$ cat src/rtl/dcache_write_buffer.sv
// dcache_write_buffer: posted writeback FIFO between the D-cache and data memory; define WBUF_FWD_EN to forward fills from buffered lines
module dcache_write_buffer #(
  parameter int DEPTH  = 4,
  parameter int ADDR_W = 28,
  parameter int DATA_W = 128
) (
  input  logic              clk,
  input  logic              rst_n,
  input  logic              mem_read_D,
  input  logic              mem_write_D,
  input  logic [ADDR_W-1:0] mem_addr_D,
  input  logic [DATA_W-1:0] mem_wdata_D,
  output logic [DATA_W-1:0] mem_rdata_D,
  output logic              mem_ready_D,
  output logic              mem_read,
  output logic              mem_write,
  output logic [ADDR_W-1:0] mem_addr,
  output logic [DATA_W-1:0] mem_wdata,
  input  logic [DATA_W-1:0] mem_rdata,
  input  logic              mem_ready
);
  localparam int PW = $clog2(DEPTH);
  typedef enum logic [1:0] {M_IDLE, M_DRAIN, M_READ, M_RESP} state_t;
  state_t state;
  logic [ADDR_W-1:0] addr_q [DEPTH];
  logic [DATA_W-1:0] data_q [DEPTH];
  logic [PW-1:0] wr_ptr, rd_ptr;
  logic [PW:0] count;
  logic push, pop, rd_req;
  // DEPTH is a power of two, so the count MSB alone marks a full buffer
  assign push = mem_write_D && !mem_ready_D && !count[PW];
  assign pop = (state == M_DRAIN) && mem_ready;
  // a simultaneous write takes precedence, and the request held during the ack cycle is ignored
  assign rd_req = mem_read_D && !mem_write_D && !mem_ready_D;
`ifdef WBUF_FWD_EN
  logic fwd_hit;
  logic [DATA_W-1:0] fwd_data;
  logic [PW-1:0] idx;
  // Scan valid entries oldest to newest so the newest matching line wins
  always_comb begin
    fwd_hit = 1'b0;
    fwd_data = '0;
    idx = rd_ptr;
    for (int i = 0; i < DEPTH; i++) begin
      idx = rd_ptr + PW'(i);
      if ((PW+1)'(i) < count && addr_q[idx] == mem_addr_D) begin
        fwd_hit = 1'b1;
        fwd_data = data_q[idx];
      end
    end
  end
`endif
  // Line storage; entries at or beyond count are don't-care, so no reset is needed
  always_ff @(posedge clk)
    if (push) begin
      addr_q[wr_ptr] <= mem_addr_D;
      data_q[wr_ptr] <= mem_wdata_D;
    end
  // FIFO bookkeeping, cache acknowledge and memory-side FSM with registered outputs
  always_ff @(posedge clk or negedge rst_n) begin
    if (!rst_n) begin
      state <= M_IDLE;
      wr_ptr <= '0;
      rd_ptr <= '0;
      count <= '0;
      mem_ready_D <= 1'b0;
      mem_rdata_D <= '0;
      mem_read <= 1'b0;
      mem_write <= 1'b0;
      mem_addr <= '0;
      mem_wdata <= '0;
    end else begin
      if (push) wr_ptr <= wr_ptr + 1'b1;
      if (pop) rd_ptr <= rd_ptr + 1'b1;
      count <= count + {{PW{1'b0}}, push} - {{PW{1'b0}}, pop};
      mem_ready_D <= push;
      case (state)
        M_IDLE: begin
`ifdef WBUF_FWD_EN
          if (rd_req && fwd_hit) begin
            mem_rdata_D <= fwd_data;
            mem_ready_D <= 1'b1;
            state <= M_RESP;
          end else if (rd_req) begin
`else
          if (rd_req && count == '0) begin
`endif
            mem_read <= 1'b1;
            mem_addr <= mem_addr_D;
            state <= M_READ;
          end else if (count != '0) begin
            mem_write <= 1'b1;
            mem_addr <= addr_q[rd_ptr];
            mem_wdata <= data_q[rd_ptr];
            state <= M_DRAIN;
          end
        end
        M_DRAIN:
          if (mem_ready) begin
            mem_write <= 1'b0;
            mem_addr <= '0;
            mem_wdata <= '0;
            state <= M_IDLE;
          end
        M_READ:
          if (mem_ready) begin
            mem_read <= 1'b0;
            mem_addr <= '0;
            mem_rdata_D <= mem_rdata;
            mem_ready_D <= 1'b1;
            state <= M_RESP;
          end
        default: state <= M_IDLE;
      endcase
    end
  end
endmodule

$ cat config.mk
export PLATFORM = sky130hd
export DESIGN_NAME = dcache_write_buffer
export DESIGN_NICKNAME = d
export VERILOG_FILES = /design/src/rtl/dcache_write_buffer.sv
export SDC_FILE = /design/constraint.sdc
export NUM_CORES = 1
export LEC_CHECK = 0
export ABC_AREA = 1
export ABC_CLOCK_PERIOD_IN_PS = 13300
export CORE_ASPECT_RATIO = 0.75
export CORE_MARGIN = 1.5
export CORE_UTILIZATION = 55
export DETAILED_ROUTE_END_ITERATION = 6
export PLACE_DENSITY = 0.81
export SLEW_MARGIN = 20
export SYNTH_ARGS = -nofsm -noshare
export SYNTH_HDL_FRONTEND = slang
export SYNTH_SLANG_ARGS = --single-unit
$ cat constraint.sdc
create_clock -name clk -period 13.3 [get_ports clk]
set_input_delay 2.66 -clock clk [delete_from_list [all_inputs] [get_ports clk]]
set_output_delay 2.66 -clock clk [all_outputs]
set_load 0.02 [all_outputs]
==> out/qor.txt, run 1 <==
Area contributors post-synth = edfxtp_1 (53%), dfrtp_1 (21%), nand2_1 (7.6%), mux2_2 (4.1%), o21ai_0 (3.7%)
final wirelength = 93100 microns
DR vias = 23784
core region area = 63500 sq um
CTS Hold Bufs = 0
sequential share of the synthesized area = 0.742
Worst-Skew Late Latency = 0.64 ns
Buffers on Ports = 575
DRT iter0 DRCs = 2377
clock root buffer = clkbuf_16
CTS sink cnt = 920
CP Capture Point = data_q[1][59]$_DFFE_PP_
Post-Route Setup TNS = 0 ns
Clock Path Buffers = 3
TritonCTS Buffers = 85
drt via density = 5.57
CP Launch Type = input pin
largest net degree at the start of global routing = 145
worst path required time = 13.55 ns
Achievable Freq = 179 MHz
Pleak = 17.8 nW
area post-placement = 41600 sq um
initial core utilization = 0.556
PnR worst setup slack = 7.71 ns
total grt overflow = 0
Worst Setup SP = mem_write_D
most instantiated library cell after synthesis = nand2_1
drt wl/cell = 21.8 microns
Routed Antenna Nets = 0
DIE AREA = 65600 sq um
row count = 80
synth cell count leaders = nand2_1 (715), edfxtp_1 (624), dfrtp_1 (296), nor2_1 (270), o21ai_0 (258)
initial antenna violation count = 19
PD cells = 227 nW/um^2
H-tree levels = 3
worst-case reg-to-reg path depth = 10
Distinct cells, synth = 25
Worst-Margin Slew = 1.09 ns
warnings from Yosys = 0
final hold violation count = 0
Slew Viols, Final = 0
RSZ-0062 raised after global routing = no
final cell count without fillers = 4271
gate count after technology mapping = 2791
Die Height = 222 microns
Worst R2R Start = state[1]$_DFFE_PN0P_
Max-slew headroom = 0.277
Die W = 295 microns
first-pass GRT wire length = 141000 microns
synthesized area = 35300 sq um
r2r endpoint = mem_wdata[44]$_DFFE_PN0P_
DR pass1 iterations = 5
CP max FO = 63
clk slew on worst S/H paths = 0.06 ns
residual DRC count = 0
final setup fails = 0
Syn Area/Cell = 12.6 sq um
Detailed Place HPWL = 57500 microns
largest area contributor in the netlist = edfxtp_1
critical path data arrival time = 5.84 ns
CTS resizes = 0
R2R Setup Slk = 9.56 ns
MaxCap Viol Count = 0
CTS tree = done
layout cells sized above 1 = 0.0891
pre-CTS setup slack = 7.11 ns
Placer Congestion = 0.867
Net Count, Synth = 3091
vias in the first global route = 23870
FF+latch count, synth = 920
hold crit path type = reg -> reg
asr flop ratio synth = 0.322
Post-synth EDFFs = 624
Synth top area share = 0.531
dpl cells = 4101
Synth Flop Type = edfxtp_1
Crit Path Class = in -> reg
HP Start = mem_wdata[71]$_DFFE_PN0P_
IO Count = 576
final instance area = 44400 sq um
Layout area overhead = 25.8%
GRT Util Overall = 0.282
run status = finished, final reports clean
Final nets = 3627
clk_skew = 0.0234 ns
CP Capture Type = register
minimum clock period = 5.59 ns
period utilization = 0.420
Peak VDD IR = 0.169 mV
Setup Fix Bufs, Post-CTS = 0
==> worst min-delay path by stage <==
| stage | end | cells after the start |
|---|---|---|
| after floorplan | count[0]$_DFF_PN0_ | 1 |
| after global placement | mem_wdata[21]$_DFFE_PN0P_ | 2 |
| after detailed placement | mem_wdata[71]$_DFFE_PN0P_ | 2 |
| after CTS | mem_addr[25]$_DFFE_PN0P_ | 2 |
| after global routing | mem_wdata[4]$_DFFE_PN0P_ | 2 |
| final | mem_wdata[71]$_DFFE_PN0P_ | 2 |
==> sequential cells by signal (all words and copies together) (netlist names) <==
register	count
addr_q	112
count	3
data_q	512
mem_addr	28
mem_rdata_D	128
mem_read	1
mem_ready_D	1
mem_wdata	128
mem_write	1
rd_ptr	2
state	2
wr_ptr	2
==> cell families (layout without fill, tap and decap cells) <==
logic type | Yosys count | after routing | share of synthesized area
DFF | 920 | 920 | 0.742
buffers and inverters | 291 | 899 | 0.0385
AOI/OAI and AO/OA | 388 | 388 | 0.0596
other | 0 | 11 | 0
xor gates and xnor gates | 4 | 4 | 0.000994
adders and majority gates | 11 | 11 | 0.00412
and+or+nand+nor | 1049 | 1049 | 0.114
muxes | 128 | 128 | 0.0409
==> area by class of cell <==
| class | count | area (sq um) |
|---|---|---|
| Clock inverter | 38 | 344 |
| Sequential cell | 920 | 26200 |
| Clock buffer | 121 | 2430 |
| Tap cell | 861 | 1080 |
| Antenna cell | 11 | 27.5 |
| Multi-Input combinational cell | 1580 | 7810 |
| Timing Repair Buffer | 605 | 6000 |
| Inverter | 135 | 517 |
| Fill cell | 4224 | 19100 |
==> report_power, final <==
| group | switching, mW | internal (mW) | leakage [nW] |
|---|---|---|---|
| clock network | 1.05 | 1.35 | 1.35 |
| logic | 2.29 | 1.32 | 6.91 |
| registers | 0.338 | 3.71 | 9.55 |
| total | 3.68 | 6.38 | 17.8 |
==> critical path, stage by stage <==
cell and delay, ns:
clkdlybuf4s50_1 0.68, nand3_1 0.53, nor2_4 0.26, buf_4 0.68, buf_4 0.88
==> routing by layer <==
| metal | part of all wire | global-route usage |
|---|---|---|
| met1 | 0.40 | 0.398 |
| met2 | 0.48 | 0.436 |
| met3 | 0.090 | 0.0673 |
| met4 | 0.028 | 0.0885 |
| met5 | 0.0016 | 0 |
==> placed cells by master, fill, tap and decap left out, drive strengths merged <==
cell type / Yosys / layout
xnor2: 1 / 1
clkinvlp: 0 / 4
fa: 1 / 1
or2: 1 / 1
buf: 107 / 31
nor3: 1 / 1
edfxtp: 624 / 624
diode: 0 / 11
bufinv: 0 / 3
mux2: 128 / 128
ha: 10 / 10
nor2: 271 / 271
clkbuf: 49 / 121
a21oi: 2 / 2
clkdlybuf4s50: 0 / 574
dfrtp: 296 / 296
nand2: 715 / 715
o22ai: 128 / 128
nand3: 61 / 61
inv: 135 / 140
clkinv: 0 / 26
xor2: 3 / 3
o21ai: 258 / 258
==> per-stage QoR <==
step           hold WS (ns)  power, mW   util
6_report              0.477       10.1  0.699
5_1_grt               0.502       10.5  0.699
4_1_cts               0.481       10.1  0.699
3_5_place_dp          0.464       7.66  0.655
3_3_place_gp          0.461       7.51  0.655
2_1_floorplan         0.479       6.22      -
No activity file was read; power rests on OpenSTA's default activity.
==> run 2, diff against run 1 <==
--- a/config.mk
+++ b/config.mk
@@ -6,12 +6,12 @@
 export NUM_CORES = 1
 export LEC_CHECK = 0
 export ABC_AREA = 1
-export ABC_CLOCK_PERIOD_IN_PS = 13300
+export ABC_CLOCK_PERIOD_IN_PS = 4600
 export CORE_ASPECT_RATIO = 0.75
 export CORE_MARGIN = 1.5
-export CORE_UTILIZATION = 55
+export CORE_UTILIZATION = 48
 export DETAILED_ROUTE_END_ITERATION = 6
-export PLACE_DENSITY = 0.81
+export PLACE_DENSITY = 0.75
 export SLEW_MARGIN = 20
 export SYNTH_ARGS = -nofsm -noshare
 export SYNTH_HDL_FRONTEND = slang
==> constraint.sdc (replaced) <==
create_clock -name clk -period 4.6 [get_ports clk]
set_input_delay 0.92 -clock clk [delete_from_list [all_inputs] [get_ports clk]]
set_output_delay 0.92 -clock clk [all_outputs]
set_load 0.02 [all_outputs]
==> run 2 against run 1 <==
Against the previous run: highest routed layer unchanged; hold slack worse by 0.23 ns; combinational power increased to 2.9 times the previous value; final cell count increased by 2.6%; sequential cell count stayed put; sequential share of layout area is 0.53 points lower; clock-buffer cell count shrank 6; critical path type unchanged; sequential power increased to 2.9 times the previous value; total power grew to 2.9 times the previous value; the run now ends with DRC left; global-route usage shrank 4.5 points; utilization decreased by 7.9 points.
==> out/qor.txt, run 2 (synthesized netlist as in run 1, its figures left out) <==
run status = finished with violations
failing checks = DRC
largest net degree at the start of global routing = 197
worst-case reg-to-reg path depth = 4
Buffers on Ports = 575
CTS Hold Bufs = 0
final hold violation count = 0
final setup fails = 0
Layout area overhead = 26.9%
Routed Antenna Nets = 0
Crit Path Class = in -> reg
CP max FO = 18
vias in the first global route = 22764
Max-slew headroom = 0.209
clk slew on worst S/H paths = 0.06 ns
Peak VDD IR = 0.587 mV
CP Launch Type = input pin
TritonCTS Buffers = 87
initial antenna violation count = 17
Top delay family on crit path = simple AND/OR/NAND/NOR gates
drt wl/cell = 20.4 microns
DR pass1 iterations = 7
hold crit path type = in -> async
Worst-Margin Slew = 1.19 ns
Worst R2R Start = count[2]$_DFF_PN0_
r2r endpoint = data_q[2][5]$_DFFE_PP_
DIE AREA = 75100 sq um
period utilization = 0.634
CP Capture Type = register
pre-CTS setup slack = 0.901 ns
worst path required time = 4.92 ns
largest stage delay on the critical path = 0.95 ns
PD cells = 649 nW/um^2
RSZ-0062 raised after global routing = no
GRT Util Overall = 0.237
drt via density = 5.24
Achievable Freq = 343 MHz
clock root buffer = clkbuf_16
IO Count = 576
CTS tree = done
layout cells sized above 1 = 0.0911
Final Core Density = 0.620
Pleak = 17.9 nW
final wirelength = 89200 microns
initial core utilization = 0.488
R2R Setup Slk = 1.99 ns
CP Cell Sequence = clkdlybuf4s50_1, nand3_1, nor2_4, buf_4
CTS sink cnt = 920
most frequent cells in the layout = nand2_1 (713), edfxtp_1 (624), clkdlybuf4s50_1 (574)
first-pass GRT wire length = 136000 microns
minimum clock period = 2.92 ns
Buffers & Inverters on Critical Path = 2
total grt overflow = 0
Detailed Place HPWL = 54000 microns
CTS resizes = 0
largest reg by FF count = data_q
Die Height = 238 microns
H-tree levels = 3
final instance area = 44800 sq um
Setup Fix Bufs, Post-CTS = 0
Die W = 316 microns
Final nets = 3641
PnR worst setup slack = 1.68 ns
area post-placement = 42000 sq um
top flop regs = data_q: 512 flops, mem_rdata_D: 128 flops, mem_wdata: 128 flops
CP max stage cell = nor2_4
MaxCap Viol Count = 0
DR vias = 22941
critical path data arrival time = 3.24 ns
commonest non-fill, non-tap cell in the layout = nand2_1
Placer Congestion = 0.816
clk_skew = 0.0183 ns
Worst-Skew Late Latency = 0.63 ns
Clock Path Buffers = 3
Slew Viols, Final = 0
max FFs per register = 512
residual DRC count = 45
core region area = 72200 sq um
row count = 85
DRT iter0 DRCs = 2231
[run 2: changes by cell type in the layout (fill, tap and decap cells not counted), moves of 2 or more]
cell | before | now
bufinv_16 | 3 | 5
clkinv_2 | 14 | 18
clkbuf_8 | 10 | 4
buf_12 | 1 | 18
buf_4 | 29 | 24
clkinv_1 | 8 | 15
clkbuf_16 | 88 | 90
[run 2: area by class of cell]
type                       count  area, sq um
sequential                   920        26200
timing repair buffer         617         6300
antenna                       10         25.0
tap                          957         1200
multi-input combinational   1580         7810
clock inverter                46          370
fill                        5474        27500
inverter                     135          517
clock buffer                 115         2390
[run 2: worst register-to-register path: stages, from the launching register on]
cell     delay, ns
dfrtp_1       0.35
inv_1         0.12
nand3_1       0.49
nor2_4        0.95
buf_4         0.38
[run 2: worst max path at each step]
stage	to	start	depth (start not counted)
floorplan	addr_q[0][0]$_DFFE_PP_	mem_write_D	2
global placement	data_q[2][108]$_DFFE_PP_	mem_write_D	4
detailed placement	data_q[2][5]$_DFFE_PP_	mem_write_D	4
CTS	data_q[2][116]$_DFFE_PP_	mem_write_D	4
global route	data_q[2][115]$_DFFE_PP_	mem_write_D	4
finish	data_q[2][5]$_DFFE_PP_	mem_write_D	4
[run 2: power by group]
| part | leakage [nW] | total (mW) | internal, mW | switching (mW) |
|---|---|---|---|---|
| Combinational | 7.03 | 10.5 | 3.99 | 6.47 |
| Clock | 1.35 | 6.95 | 3.94 | 3.01 |
| Sequential | 9.55 | 11.7 | 10.7 | 0.956 |
[run 2: layer usage]
layer / wire (microns) / share of wire / up-vias / global-route usage
li1: - / - / 10674 / -
met3: 6940 / 0.078 / 157 / 0.0492
met5: 162 / 0.0018 / - / 0
met1: 38100 / 0.43 / 11283 / 0.339
met4: 1920 / 0.021 / 22 / 0.0690
met2: 42100 / 0.47 / 805 / 0.368
[run 2: through the flow]
step	cells	hold WS [ns]	power [mW]	TNS [ns]
2_1_floorplan	2791	0.479	17.9	-735.32
3_3_place_gp	4209	0.462	22.1	0
3_5_place_dp	4209	0.464	22.3	0
4_1_cts	4370	0.237	29.3	0
5_1_grt	4374	0.271	30.6	0
6_report	4380	0.245	29.1	0
